[src/rtl/vc_rx_router.sv]
// -----------------------------------------------------------------------------
// vc_rx_router
//  Receives words popped from the shared main FIFO and steers each one by its
//  class bit into one of two per-VC circular FIFOs (VC0 / VC1). Returns
//  registered pause signals that gate the upstream pop, and exposes registered
//  read ports that the next stage uses to drain each VC.
//
//  Optional feature macro: VC_RX_HYST_EN
//    defined   : pause_vcN is a RUN/PAUSED SR machine. It sets at
//                cnt_next >= AF_THRESH and clears at cnt_next <= AE_THRESH.
//    undefined : pause_vcN <= (cnt_next >= AF_THRESH).
//
//  Ports
//    clk            in   rising-edge clock
//    reset_L        in   asynchronous active-low reset
//    valid_in       in   data_in is valid (one push)
//    data_in        in   word from main FIFO; bit VC_SEL_BIT selects the VC
//    pop_vc0/1      in   read request per VC
//    data_out_vc0/1 out  registered read data
//    valid_out_vc0/1out  one-cycle pulse per accepted pop
//    empty_vc0/1    out  occupancy == 0 (combinational from count)
//    pause_vc0/1    out  registered backpressure to upstream pop logic
//    overflow_err   out  sticky: a push hit a full VC FIFO
// -----------------------------------------------------------------------------
module vc_rx_router #(
   parameter int DATA_W     = 6,
   parameter int VC_SEL_BIT = 4,
   parameter int ADDR_W     = 2,
   parameter int AF_THRESH  = 2,
   parameter int AE_THRESH  = 1
) (
   input  logic              clk,
   input  logic              reset_L,
   input  logic              valid_in,
   input  logic [DATA_W-1:0] data_in,
   input  logic              pop_vc0,
   input  logic              pop_vc1,
   output logic [DATA_W-1:0] data_out_vc0,
   output logic [DATA_W-1:0] data_out_vc1,
   output logic              valid_out_vc0,
   output logic              valid_out_vc1,
   output logic              empty_vc0,
   output logic              empty_vc1,
   output logic              pause_vc0,
   output logic              pause_vc1,
   output logic              overflow_err
);

   localparam int              DEPTH   = 1 << ADDR_W;
   localparam logic [ADDR_W:0] DEPTH_C = (ADDR_W+1)'(DEPTH);
   localparam logic [ADDR_W:0] AF_C    = (ADDR_W+1)'(AF_THRESH);
   localparam logic [ADDR_W:0] ZERO_C  = {(ADDR_W+1){1'b0}};
   localparam logic [ADDR_W:0] ONE_C   = {{ADDR_W{1'b0}}, 1'b1};
   localparam logic [ADDR_W-1:0] PTR_INC_C = {{(ADDR_W-1){1'b0}}, 1'b1};

   // At most one word is in flight after pause rises, so two free slots are
   // needed above the threshold; release must sit below the set point.
   if ((DEPTH - AF_THRESH) < 2 || AE_THRESH >= AF_THRESH) begin : g_bad_thresh
      $error("vc_rx_router: illegal AF_THRESH/AE_THRESH for this DEPTH");
   end

   logic [DATA_W-1:0] mem_r     [2][DEPTH];
   logic [ADDR_W-1:0] wr_ptr_r  [2];
   logic [ADDR_W-1:0] rd_ptr_r  [2];
   logic [ADDR_W:0]   cnt_r     [2];
   logic [ADDR_W:0]   cnt_next_s[2];
   logic [DATA_W-1:0] dout_r    [2];
   logic [1:0]        vout_r;
   logic [1:0]        push_s;
   logic [1:0]        pop_s;
   logic [1:0]        pop_req_s;
   logic              overflow_hit_s;
   logic              overflow_r;
   logic [1:0]        pause_s;

   assign pop_req_s = {pop_vc1, pop_vc0};

   // Per-VC push/pop qualification and next occupancy
   always_comb begin
      push_s         = 2'b00;
      pop_s          = 2'b00;
      overflow_hit_s = 1'b0;
      for (int v = 0; v < 2; v++) begin
         cnt_next_s[v] = cnt_r[v];
         if (valid_in && (data_in[VC_SEL_BIT] == v[0])) begin
            if (cnt_r[v] == DEPTH_C) begin
               overflow_hit_s = 1'b1;
            end else begin
               push_s[v] = 1'b1;
            end
         end else begin
            push_s[v] = 1'b0;
         end
         // Pop qualifies on current occupancy: a push in the same cycle
         // onto an empty VC is not visible to this pop.
         pop_s[v] = pop_req_s[v] && (cnt_r[v] != ZERO_C);
         if (push_s[v] && !pop_s[v]) begin
            cnt_next_s[v] = cnt_r[v] + ONE_C;
         end else if (!push_s[v] && pop_s[v]) begin
            cnt_next_s[v] = cnt_r[v] - ONE_C;
         end else begin
            cnt_next_s[v] = cnt_r[v];
         end
      end
   end

   // Storage array write port (no reset needed on data storage)
   always_ff @(posedge clk) begin
      for (int v = 0; v < 2; v++) begin
         if (push_s[v]) begin
            mem_r[v][wr_ptr_r[v]] <= data_in;
         end
      end
   end

   // Pointers, counts, read port registers and sticky overflow flag
   always_ff @(posedge clk or negedge reset_L) begin
      if (!reset_L) begin
         for (int v = 0; v < 2; v++) begin
            wr_ptr_r[v] <= {ADDR_W{1'b0}};
            rd_ptr_r[v] <= {ADDR_W{1'b0}};
            cnt_r[v]    <= ZERO_C;
            dout_r[v]   <= {DATA_W{1'b0}};
         end
         vout_r     <= 2'b00;
         overflow_r <= 1'b0;
      end else begin
         for (int v = 0; v < 2; v++) begin
            cnt_r[v] <= cnt_next_s[v];
            if (push_s[v]) begin
               wr_ptr_r[v] <= wr_ptr_r[v] + PTR_INC_C;
            end
            if (pop_s[v]) begin
               dout_r[v]   <= mem_r[v][rd_ptr_r[v]];
               rd_ptr_r[v] <= rd_ptr_r[v] + PTR_INC_C;
            end
            vout_r[v] <= pop_s[v];
         end
         if (overflow_hit_s) begin
            overflow_r <= 1'b1;
         end
      end
   end

`ifdef VC_RX_HYST_EN
   typedef enum logic {RUN = 1'b0, PAUSED = 1'b1} pause_state_e;

   localparam logic [ADDR_W:0] AE_C = (ADDR_W+1)'(AE_THRESH);

   pause_state_e state_r      [2];
   pause_state_e state_next_s [2];

   // Pause state register per VC
   always_ff @(posedge clk or negedge reset_L) begin
      if (!reset_L) begin
         state_r[0] <= RUN;
         state_r[1] <= RUN;
      end else begin
         state_r[0] <= state_next_s[0];
         state_r[1] <= state_next_s[1];
      end
   end

   // Pause next-state: set at almost-full, release only at almost-empty
   always_comb begin
      for (int v = 0; v < 2; v++) begin
         state_next_s[v] = state_r[v];
         case (state_r[v])
            RUN: begin
               if (cnt_next_s[v] >= AF_C) begin
                  state_next_s[v] = PAUSED;
               end else begin
                  state_next_s[v] = RUN;
               end
            end
            PAUSED: begin
               if (cnt_next_s[v] <= AE_C) begin
                  state_next_s[v] = RUN;
               end else begin
                  state_next_s[v] = PAUSED;
               end
            end
            default: state_next_s[v] = RUN;
         endcase
      end
   end

   assign pause_s = {state_r[1] == PAUSED, state_r[0] == PAUSED};
`else
   logic [1:0] pause_r;

   // Pause follows next occupancy against the almost-full threshold
   always_ff @(posedge clk or negedge reset_L) begin
      if (!reset_L) begin
         pause_r <= 2'b00;
      end else begin
         pause_r <= {cnt_next_s[1] >= AF_C, cnt_next_s[0] >= AF_C};
      end
   end

   assign pause_s = pause_r;
`endif

   assign data_out_vc0  = dout_r[0];
   assign data_out_vc1  = dout_r[1];
   assign valid_out_vc0 = vout_r[0];
   assign valid_out_vc1 = vout_r[1];
   assign empty_vc0     = (cnt_r[0] == ZERO_C);
   assign empty_vc1     = (cnt_r[1] == ZERO_C);
   assign pause_vc0     = pause_s[0];
   assign pause_vc1     = pause_s[1];
   assign overflow_err  = overflow_r;

endmodule

[config.mk]
export PLATFORM = sky130hd
export DESIGN_NAME = vc_rx_router
export DESIGN_NICKNAME = d
export VERILOG_FILES = /design/src/rtl/vc_rx_router.sv
export SDC_FILE = /design/constraint.sdc
export NUM_CORES = 1
export LEC_CHECK = 0
export ABC_AREA = 1
export CORE_MARGIN = 1.5
export CORE_UTILIZATION = 40
export DETAILED_ROUTE_END_ITERATION = 12
export SYNTH_ARGS = -nofsm -noshare
export SYNTH_HDL_FRONTEND = slang
export SYNTH_SLANG_ARGS = --single-unit
[constraint.sdc]
create_clock -name clk -period 2.1 [get_ports clk]
set_input_delay 0.315 -clock clk [delete_from_list [all_inputs] [get_ports clk]]
set_output_delay 0.315 -clock clk [all_outputs]
set_load 0.02 [all_outputs]
After elaboration in Yosys (flattened, before gate mapping)
Memory sizes are Yosys's and may differ from the RTL's.
Index checks and enable logic that the tools add are counted.
{"block": "classes", "addsub": 8, "order_cmp": 8, "eq_ne": 2, "n_mux": 29, "n_bitwise": 5, "reduce_logical": 19}
{"cell": "$mux W24", "count": 4}
{"cell": "$mux W6", "count": 6}
{"cell": "$bmux W6 S2", "count": 2}
{"cell": "$demux W6 S2", "count": 2}
{"cell": "$reduce_or A24 Y1", "count": 1}
{"cell": "$ge A3 B3 Y1 const B", "count": 4}
{"cell": "$mux W3", "count": 4}
{"cell": "$not A2 Y3", "count": 4}
{"cell": "$mux W1", "count": 11}
{"cell": "$logic_and A1 B1 Y1", "count": 10}
{"cell": "$add A2 B1 Y2 const B", "count": 4}
{"cell": "$add A3 B1 Y3 const B", "count": 2}
{"cell": "$eq A3 B3 Y1 const B", "count": 2}
{"cell": "$ge A3 B2 Y1 const B", "count": 2}
{"cell": "$logic_not A3 Y1", "count": 2}
{"cell": "$lt A3 B1 Y1 const B", "count": 2}
{"cell": "$reduce_bool A3 Y1", "count": 2}
{"cell": "$sub A3 B1 Y3 const B", "count": 2}
{"cell": "$logic_not A1 Y1", "count": 4}
{"cell": "$not A1 Y1", "count": 1}
{"block": "word_totals", "regBits": 31, "ramBits": 48, "inputBits": 11, "word_cells": 83, "n_memories": 1}
{"memory": "mem_r", "depth": 2, "word_bits": 24, "rd": 2, "rd_clocked_by_memory_dff": 0, "write_ports": 1, "line_no": "62", "rtl": "logic [DATA_W-1:0] mem_r [2][DEPTH];"}

Longest topological paths before layout
Gate-level depths: netlist of the first run.
{"block": "depth", "depth_word": 8, "mapped_depth": 11, "ltp_nobuf": 11}

Worst setup path before layout of the first run
Ideal clock, no wire load.
{"block": "synth_path", "path_type": "register to register", "from": "register cnt_r[3] (netlist name)", "to": "memory mem_r[0][0] (netlist name) (enable)", "arrival_ns": 1.208, "required_ns": 1.750, "slack_ns": 0.542, "stages_incl_launch_ff": 6, "path_buffers": 0, "period_less_slack_ns": 1.558, "path_cell_list": "dfrtp_1 > inv_1 > ha_1 > nand2_2 > nand3_2 > nor2_1"}
{"block": "synth_between", "elab_chain_cells": 6}
{"item": "start: declaration", "line_no": "65", "rtl": "logic [ADDR_W:0] cnt_r [2];"}
{"item": "start signal: indexed assignment", "line_no": "129", "rtl": "cnt_r[v] <= cnt_next_s[v];"}
{"item": "$eq A3 B3 Y1", "line_no": "86", "rtl": "if (cnt_r[v] == DEPTH_C) begin"}
{"item": "$mux W1", "line_no": "86"}
{"item": "$mux W1", "line_no": "85", "rtl": "if (valid_in && (data_in[VC_SEL_BIT] == v[0])) begin"}
{"item": "$mux W1", "line_no": "110", "rtl": "if (push_s[v]) begin"}
{"item": "$mux W24 (not written as such)", "line_no": "111", "rtl": "mem_r[v][wr_ptr_r[v]] <= data_in;"}
{"item": "$mux W24 (no source line)"}
{"item": "end: declaration", "line_no": "62"}
Every way passes these cells.

Worst setup path after layout of the first run
{"block": "layout_path", "from": "register cnt_r[0] (netlist name)", "to": "output port empty_vc1"}
{"block": "layout_between", "elab_chain_cells": 1}
{"item": "$logic_not A3 Y1", "line_no": "209", "rtl": "assign empty_vc1 = (cnt_r[1] == ZERO_C);"}
{"item": "end: declaration", "line_no": "43", "rtl": "output logic empty_vc1,"}
Every way passes these cells.

==> parameters.txt, run 1 <==
Parameter                              Value

CTS
  Post-CTS Hold Buffers ... 0
  Worst-case clock buffer depth ... 2
  Count of H-tree levels built during CTS ... 3
  Clock-pin slew of the registers on the worst-case setup and hold paths ... 80 ps
  Sink Count ... approximately 80
  Source-to-sink clock delay at the later pin of the worst-skew pair ... around 340 ps
  Clock tree root buffer cell ... clkbuf_8
  TritonCTS clock tree ... yes
  Number of buffers added by the clock tree synthesis step ... 9

Yosys
  Distinct cell type count of the synthesized netlist ... 24
  Number of synthesis warnings ... 0
  Post-synthesis sequential area ratio ... 0.654
  Complex-gate fraction of the synthesized area ... 0.0753
  Net count of the mapped netlist ... ~330
  Multiplexer area fraction after synthesis ... 0.00295
  Xor and xnor fraction of the mapped netlist area ... 0.0258
  Area fraction in and, or, nand and nor cells after synthesis ... 0.139
  Area of the mapped netlist ... between 3000 and 4000 um^2
  Main combinational cell family by area after synthesis ... simple AND/OR/NAND/NOR gates
  Mean cell area of the mapped netlist ... between 10 and 15 um^2
  Number of instances in the synthesized netlist ... around 300
  Share of synthesized cell area in full adder, half adder and majority cells ... 0.0517
  Flop and latch count out of synthesis ... just under 80

Worst setup path
  Launching element of the worst setup path ... cnt_r[0]
  Cells along the critical path ... inv_1, ha_1, inv_1, nor2_2, dlygate4sd2_1
  Largest stage delay, worst path ... between 400 and 500 ps
  Critical path capture point type ... primary output
  Kind of critical path ... flip-flop to primary output
  Worst path arrival time ... ~1600 ps
  Startpoint type of the worst setup path ... flip-flop
  Critical Path RT ... about 1800 ps
  R2R Path Start ... cnt_r[0]
  Cell with the largest stage delay on the worst path ... dfrtp_1
  CP dominant cell by count ... inv_1
  Crit-path max FO ... 3

STA
  Setup repair after global routing missed its margin ... false
  Max frequency ... between 500 and 600 MHz
  Max Clock Skew ... just over 9 ps
  Setup WS post-layout ... about 180 ps
  Time the final worst path needs with I/O delays and setup ... around 1900 ps
  Count of final setup violators ... 0
  Part of the cycle the worst path needs ... 0.917
  Worst Tran Pin Value ... approximately 500 ps
  Relative slew slack ... 0.667
  Max-slew violation total from the final report ... 0
  Number of hold-slack violations in the final timing report ... 0
  Setup tns final ... 0 ps

Status
  Status ... finished, final reports clean

Finish
  Area delta synth->final ... 20.1%
  Net count of the finished layout ... about 370
  Antenna diode instance count ... 0
  Share of layout cells above drive strength 1 ... 0.139
  Design area ... between 4000 and 5000 um^2
  Fillers ... ~740

Detailed routing
  First-pass iteration count of the detailed router ... 4
  Total routed wirelength ... 5880 um
  Vias/cell ... about 4.6
  Remaining antenna violation count after routing ... 0
  Residual DRC count ... 0
  WL per Instance ... approximately 13 um
  Vias after detailed routing ... around 2,100
  Number of DRC violations after detailed-routing iteration 0 ... a little over 80

Power and ir drop
  Combinational cell fraction of total power ... 0.360
  Switching power total ... around 2000 uW
  Total power divided by cell area ... 1360 nW/um^2
  Int Power ... roughly 3600 uW
  Largest voltage drop on the vdd net ... 0.000580 V
  Final total power ... roughly 5600 uW
  Relative contribution of the clock network to total power ... 0.213
  Proportion of total power due to net switching ... 0.361
  Leak ... between 0.0015 and 0.002 uW
  Share of total power in sequential cells ... 0.427

Placement
  Setup slack at placement ... 251 ps
  Area of placed instances ... 3860 um^2
  Detailed Place HPWL ... between 4000 and 5000 um
  IO Port Bufs ... 29
  Gp weighted congestion ... ~0.72

Floorplan
  Die height ... about 95 um
  Rows ... 33
  Starting density of the core ... 0.413
  Die outline area ... around 9000 um^2
  Die Wd ... around 95 um
  Area of the core ... between 8000 and 9000 um^2
  Io pins ... 30

Global routing
  Global-route wire length before repair ... slightly above 9000 um
  Maximum number of pins on one net before global-route repair ... 32
  Total Routing Usage GR ... 0.141
  Antenna violations before repair ... 0
  Vias in the first global route ... about 2,000
  Total grt overflow ... 0

Hold path
  Worst min-delay path category ... input pin to async pin

Job
  Max-cap violations ... 0
-- repair_timing --
item | in CTS | in global routing
gates resized for setup | 2 | 0
endpoints found under the setup margin | 2 | 0
endpoints found under the hold margin | 0 | 0
buffers inserted | 0 | 0
-- power by group through the flow --
stage,sequential [uW],combinational (uW),clock (uW)
6_report,2370,2000,1180
5_1_grt,2420,2260,1300
4_1_cts,2380,2040,1220
3_5_place_dp,2410,2050,0
3_3_place_gp,2400,2000,0
2_1_floorplan,2460,1270,0
-- area by class of cell --
class	count	area, um^2	area share
multi-input cells	182	1000	0.246
repair buffers	42	385	0.0946
well taps	105	131	0.0323
flip-flops and latches	79	2220	0.544
inverters	34	128	0.0313
clock buffers	9	124	0.0304
clock inverters	6	86.3	0.0212
-- critical path, delay by kind of cell, from the launching register on --
family | cells | cell delay (ps)
buffers and inverters | 3 | 520
flip-flops | 1 | 410
adder cells (fa/ha/maj) | 1 | 200
AND/OR/NAND/NOR | 1 | 140
-- kinds of logic (layout without fill, tap and decap cells) --
group | Yosys count | count (layout)
buf+inv | 42 | 91
flops | 79 | 79
compound gates | 44 | 44
simple gates | 113 | 113
fa+ha+maj | 14 | 14
mux | 1 | 1
xor+xnor | 10 | 10
-- routing by layer --
layer | vias up | wire length, um | track usage
li1 | 1083 | - | -
met1 | 989 | 2620 | 0.161
met2 | 25 | 2990 | 0.250
met3 | 9 | 161 | 0.0367
met4 | 0 | 99 | 0.0597
met5 | - | 0 | 0
-- final timing paths --
path / to / slack (ps) / depth (start not counted)
worst max-delay path: empty_vc1 / 180 / 5
worst min-delay path: cnt_r[3] / 390 / 2
worst max register to register: pause_r[1] / 420 / 9
worst min register to register: overflow_err / 500 / 2
max in group asynchronous: wr_ptr_r[1] / 1410 / 2
min in group clk: overflow_err / 500 / 2
-- stage by stage --
stage | hold slack (ps) | util | std cells
global placement | 485 | 0.470 | 442
global route | 417 | 0.496 | 457
CTS | 390 | 0.496 | 457
floorplan | 19.4 | - | 303
detailed placement | 467 | 0.470 | 442
finish | 389 | 0.496 | 457
-- cell usage after synthesis --
cell      count  area, um^2
a21oi_2       1        8.76
a21oi_4       1        16.3
a31oi_1      13        81.3
buf_2         3        15.0
buf_4         3        22.5
clkbuf_1      2        7.51
dfrtp_1      31         776
edfxtp_1     48        1440
ha_1         14         175
inv_1        27         101
inv_2         7        26.3
mux2i_1       1        10.0
nand2_1      23        86.3
nand2_2       5        31.3
nand3_1       5        25.0
nand3_2       2        20.0
nand4_1       1        6.26
nor2_1       73         274
nor2_2        3        18.8
nor2_4        1        11.3
o21ai_0      24         120
o21ai_1       4        20.0
o21ai_2       1        8.76
xor2_1       10        87.6
-- registers in the layout, indices dropped and copies added (netlist names) --
name and count:
cnt_r 6, data_out_vc0 6, data_out_vc1 6, mem_r 48, overflow_err 1, pause_r 2
rd_ptr_r 4, vout_r 2, wr_ptr_r 4
-- layout by cell type (no fill, tap or decap), types with 2 or more instances in the layout --
| master | synthesis | final |
|---|---|---|
| a31oi_1 | 13 | 13 |
| buf_4 | 3 | 13 |
| bufinv_16 | 0 | 2 |
| clkbuf_8 | 0 | 9 |
| clkdlybuf4s50_1 | 0 | 27 |
| clkinv_2 | 0 | 2 |
| dfrtp_1 | 31 | 31 |
| dlygate4sd2_1 | 0 | 2 |
| edfxtp_1 | 48 | 48 |
| ha_1 | 14 | 14 |
| inv_1 | 27 | 27 |
| inv_2 | 7 | 7 |
| nand2_1 | 23 | 23 |
| nand2_2 | 5 | 5 |
| nand3_1 | 5 | 5 |
| nand3_2 | 2 | 2 |
| nor2_1 | 73 | 73 |
| nor2_2 | 3 | 3 |
| o21ai_0 | 24 | 24 |
| o21ai_1 | 4 | 4 |
| xor2_1 | 10 | 10 |
No activity file was read; power rests on OpenSTA's default activity.
==> inputs of run 2 (changes only) <==
ABC_AREA = 0   (was 1)
CELL_PAD_IN_SITES_DETAIL_PLACEMENT = 1   (was not set)
CELL_PAD_IN_SITES_GLOBAL_PLACEMENT = 1   (was not set)
PLACE_DENSITY_LB_ADDON = 0.1   (was not set)
==> run 2 against run 1 <==
Net effect: die area fell by 2.0%; synthesized cell count fell by 33%; critical path depth rose by 2; final area fell by 2.3%; register-to-register slack got worse by 230 ps; utilization fell by 0.67 points; non-clock buffer count fell by 6; final cell count fell by 23%; clock skew rose by 2.6 ps; critical path type is now flip-flop to flip-flop; largest power group unchanged; highest routed layer unchanged.
==> parameters.txt, run 2 <==
Parameter                              Value

Worst setup path
  Startpoint type of the worst setup path ... flip-flop (unchanged)
  Cells along the critical path ... inv_1, ha_1, nand2b_1, and2_4, xnor2_2, a221o_1, or2_1 (was inv_1, ha_1, inv_1, nor2_2, dlygate4sd2_1)
  Critical path capture point type ... flip-flop (was primary output)
  Family with the most delay on the worst path ... simple AND/OR/NAND/NOR gates (was buffers and inverters)
  Crit-path max FO ... 3 (unchanged)
  Launching element of the worst setup path ... cnt_r[0] (unchanged)
  Last element of the critical path ... pause_r[1] (was empty_vc1)
  Largest stage delay, worst path ... 410 ps (about the same)
  Critical Path RT ... 2320 ps (was 1780 ps)
  Worst r2r path cells ... 7 (was 9)
  Kind of critical path ... flip-flop to flip-flop (was flip-flop to primary output)
  Worst path arrival time ... 2130 ps (was 1610 ps)
  Cell with the largest stage delay on the worst path ... dfrtp_1 (unchanged)
  R2R Path Start ... cnt_r[0] (unchanged)
  Critical path buffer and inverter count ... 1 (was 3)
  Number of cells on the critical path ... 7 (was 5)
  RR Endpoint ... pause_r[1] (unchanged)
  Flop2flop setup slack ... 190 ps (was 420 ps)

Yosys
  Post-synthesis sequential area ratio ... 0.667 (was 0.654)
  Complex-gate fraction of the synthesized area ... 0.0403 (was 0.0753)
  Dominant cells by area after synthesis ... edfxtp_1 (43%), dfrtp_1 (23%), mux4_2 (8.1%) (was edfxtp_1 (43%), dfrtp_1 (23%), nor2_1 (8.1%))
  Area fraction in and, or, nand and nor cells after synthesis ... 0.0606 (was 0.139)
  Post-synth top area share ... 0.434 (was 0.425)
  Multiplexer area fraction after synthesis ... 0.122 (was 0.00295)
  Most numerous cell types in the synthesized netlist ... edfxtp_1 (48), dfrtp_1 (31), ha_1 (14) (was nor2_1 (73), edfxtp_1 (48), dfrtp_1 (31))
  Share of synthesized cell area in full adder, half adder and majority cells ... 0.0557 (was 0.0517)
  Post-synth EDFFs ... 48 (unchanged)
  Flop and latch count out of synthesis ... 79 (unchanged)
  Number of instances in the synthesized netlist ... 203 (was 303)
  Most common cell in the synthesized netlist ... edfxtp_1 (was nor2_1)
  Mean cell area of the mapped netlist ... 16.4 um^2 (was 11.2 um^2)
  Main combinational cell family by area after synthesis ... multiplexers (was simple AND/OR/NAND/NOR gates)
  Xor and xnor fraction of the mapped netlist area ... 0.0286 (was 0.0258)
  Main flop type after synthesis ... edfxtp_1 (unchanged)
  Area of the mapped netlist ... 3320 um^2 (was 3390 um^2)
  Largest area contributor in the netlist ... edfxtp_1 (unchanged)
  Number of synthesis warnings ... 0 (unchanged)
  Distinct cell type count of the synthesized netlist ... 36 (was 24)
  Net count of the mapped netlist ... 228 (was 328)
  Proportion of synthesized flip-flops having asynchronous set or reset ... 0.392 (unchanged)

Global routing
  Global-route wire length before repair ... 10,800 um (was 9330 um)
  Total grt overflow ... 0 (unchanged)
  Vias in the first global route ... 1,988 (was 2,009)
  Maximum number of pins on one net before global-route repair ... 32 (unchanged)
  Total Routing Usage GR ... 0.166 (was 0.141)
  Antenna violations before repair ... 0 (unchanged)

STA
  Time the final worst path needs with I/O delays and setup ... 1910 ps (was 1920 ps)
  Number of hold-slack violations in the final timing report ... 0 (unchanged)
  Max frequency ... 525 MHz (was 520 MHz)
  Setup WS post-layout ... 194 ps (was 175 ps)
  Setup tns final ... 0 ps (unchanged)
  Max-slew violation total from the final report ... 0 (unchanged)
  Relative slew slack ... 0.698 (was 0.667)
  Part of the cycle the worst path needs ... 0.908 (was 0.917)
  Count of final setup violators ... 0 (unchanged)
  Worst Tran Pin Value ... 453 ps (was 499 ps)
  Setup repair after global routing missed its margin ... false (unchanged)
  Max Clock Skew ... 11.9 ps (was 9.29 ps)

Power and ir drop
  Relative contribution of the clock network to total power ... 0.221 (was 0.213)
  Leak ... 0.00149 uW (was 0.00168 uW)
  Total power divided by cell area ... 1410 nW/um^2 (was 1360 nW/um^2)
  Share of total power in sequential cells ... 0.428 (was 0.427)
  Combinational cell fraction of total power ... 0.351 (was 0.360)
  Switching power total ... 1830 uW (was 2010 uW)
  Final total power ... 5600 uW (was 5560 uW)
  Proportion of total power due to net switching ... 0.327 (was 0.361)
  Largest voltage drop on the vdd net ... 0.000526 V (was 0.000580 V)
  Int Power ... 3770 uW (was 3550 uW)

Floorplan
  Rows ... 33 (unchanged)
  Starting density of the core ... 0.408 (was 0.413)
  Die Wd ... 94.1 um (was 95.1 um)
  Io pins ... 30 (unchanged)
  Die height ... 94.1 um (was 95.1 um)
  Die outline area ... 8860 um^2 (was 9040 um^2)
  Area of the core ... 8130 um^2 (was 8220 um^2)

Finish
  Net count of the finished layout ... 268 (was 373)
  Core utilization of the finished layout ... 0.489 (was 0.496)
  Design area ... 3980 um^2 (was 4070 um^2)
  Area delta synth->final ... 19.7% (was 20.1%)
  Most common cell after layout, fill and taps aside ... edfxtp_1 (was nor2_1)
  Share of layout cells above drive strength 1 ... 0.210 (was 0.139)
  Largest register FFs ... 48 (unchanged)
  Commonest cells after routing, fill and taps aside ... edfxtp_1 (48), dfrtp_1 (31), clkdlybuf4s50_1 (27) (was nor2_1 (73), edfxtp_1 (48), dfrtp_1 (31))
  Antenna diode instance count ... 0 (unchanged)

CTS
  Source-to-sink clock delay at the later pin of the worst-skew pair ... 340 ps (about the same)
  Count of H-tree levels built during CTS ... 3 (unchanged)
  Number of buffers added by the clock tree synthesis step ... 9 (unchanged)
  Sink Count ... 79 (unchanged)
  TritonCTS clock tree ... yes (unchanged)
  Post CTS Setup Buffer Count ... 0 (unchanged)
  Clock-pin slew of the registers on the worst-case setup and hold paths ... 90 ps (was 80 ps)
  Worst-case clock buffer depth ... 2 (unchanged)
  Clock tree root buffer cell ... clkbuf_8 (unchanged)

Placement
  Gp weighted congestion ... 0.855 (was 0.724)
  Setup slack at placement ... -88.5 ps (was 251 ps)
  Area of placed instances ... 3750 um^2 (was 3860 um^2)
  IO Port Bufs ... 29 (unchanged)
  Detailed Place HPWL ... 4670 um (was 4120 um)

Detailed routing
  Total routed wirelength ... 6440 um (was 5880 um)
  WL per Instance ... 18.2 um (was 12.9 um)
  First-pass iteration count of the detailed router ... 4 (unchanged)
  Number of DRC violations after detailed-routing iteration 0 ... 76 (was 82)
  Vias/cell ... 5.07 (was 4.61)
  Vias after detailed routing ... 1,791 (was 2,106)
  Residual DRC count ... 0 (unchanged)
  Remaining antenna violation count after routing ... 0 (unchanged)

Hold path
  Worst min-delay path category ... input pin to async pin (unchanged)

Job
  Max-cap violations ... 0 (unchanged)

Status
  Status ... finished, final reports clean (unchanged)
-- run 2: worst min-delay path by stage --
stage	slack, ps	end	startpoint
2_1_floorplan	20	cnt_r[0]	reset_L
3_3_place_gp	440	overflow_err	overflow_err
3_5_place_dp	470	overflow_err	overflow_err
4_1_cts	390	rd_ptr_r[0]	reset_L
5_1_grt	390	rd_ptr_r[0]	reset_L
6_report	370	data_out_vc1[1]	reset_L
-- run 2: metrics by stage --
step / hold slack [ps] / std cells
floorplan: 19.4 / 203
CTS: 393 / 353
detailed placement: 467 / 337
finish: 367 / 353
global route: 391 / 353
global placement: 444 / 337
-- run 2: worst reg2reg max path: cells and delay by family (launching register included) --
kind            cells  cell delay, ps
simple gates        3             540
flops               1             410
compound gates      1             380
fa+ha+maj           1             220
xor+xnor            1             160
buf+inv             1              90
-- run 2: cell families after synthesis --
logic type	count (synthesis)
AOI/OAI and AO/OA	21
xor gates and xnor gates	10
adders and majority gates	15
buffers and inverters	18
DFF	79
muxes	24
and+or+nand+nor	36
-- run 2: layer usage --
layer | up-vias | GRT usage | share of wire
li1 | 821 | - | -
met1 | 926 | 0.214 | 0.43
met2 | 40 | 0.280 | 0.53
met3 | 4 | 0.0380 | 0.030
met4 | 0 | 0.0498 | 0.0076
met5 | - | 0 | 0
-- run 2: what timing repair did --
| action | in CTS | in global routing |
|---|---|---|
| hold buffers | 0 | 0 |
| gates resized for setup | 3 | 1 |
| pin swaps | 0 | 0 |
| setup endpoints to repair | 2 | 2 |
-- run 2: power by group through the flow --
stage | Clock (uW) | Sequential, uW | Combinational (uW)
after global routing | 1330 | 2470 | 2160
after floorplan | 0 | 2460 | 1220
final | 1240 | 2400 | 1970
after CTS | 1270 | 2410 | 2000
after global placement | 0 | 2400 | 1890
after detailed placement | 0 | 2450 | 1990
-- run 2: area by class of cell --
cell class | instances | area [um^2]
clock inverter | 7 | 96.3
timing repair buffer | 36 | 340
sequential | 79 | 2220
fill | 798 | 4160
tap | 105 | 131
inverter | 11 | 41.3
multi-input combinational | 106 | 1030
clock buffer | 9 | 124
==> inputs of run 3 (changes only) <==
CTS_CLUSTER_DIAMETER = 100   (was not set)
==> results of run 3 <==
The final DEF is identical to that of run 2; final timing and power are the same.
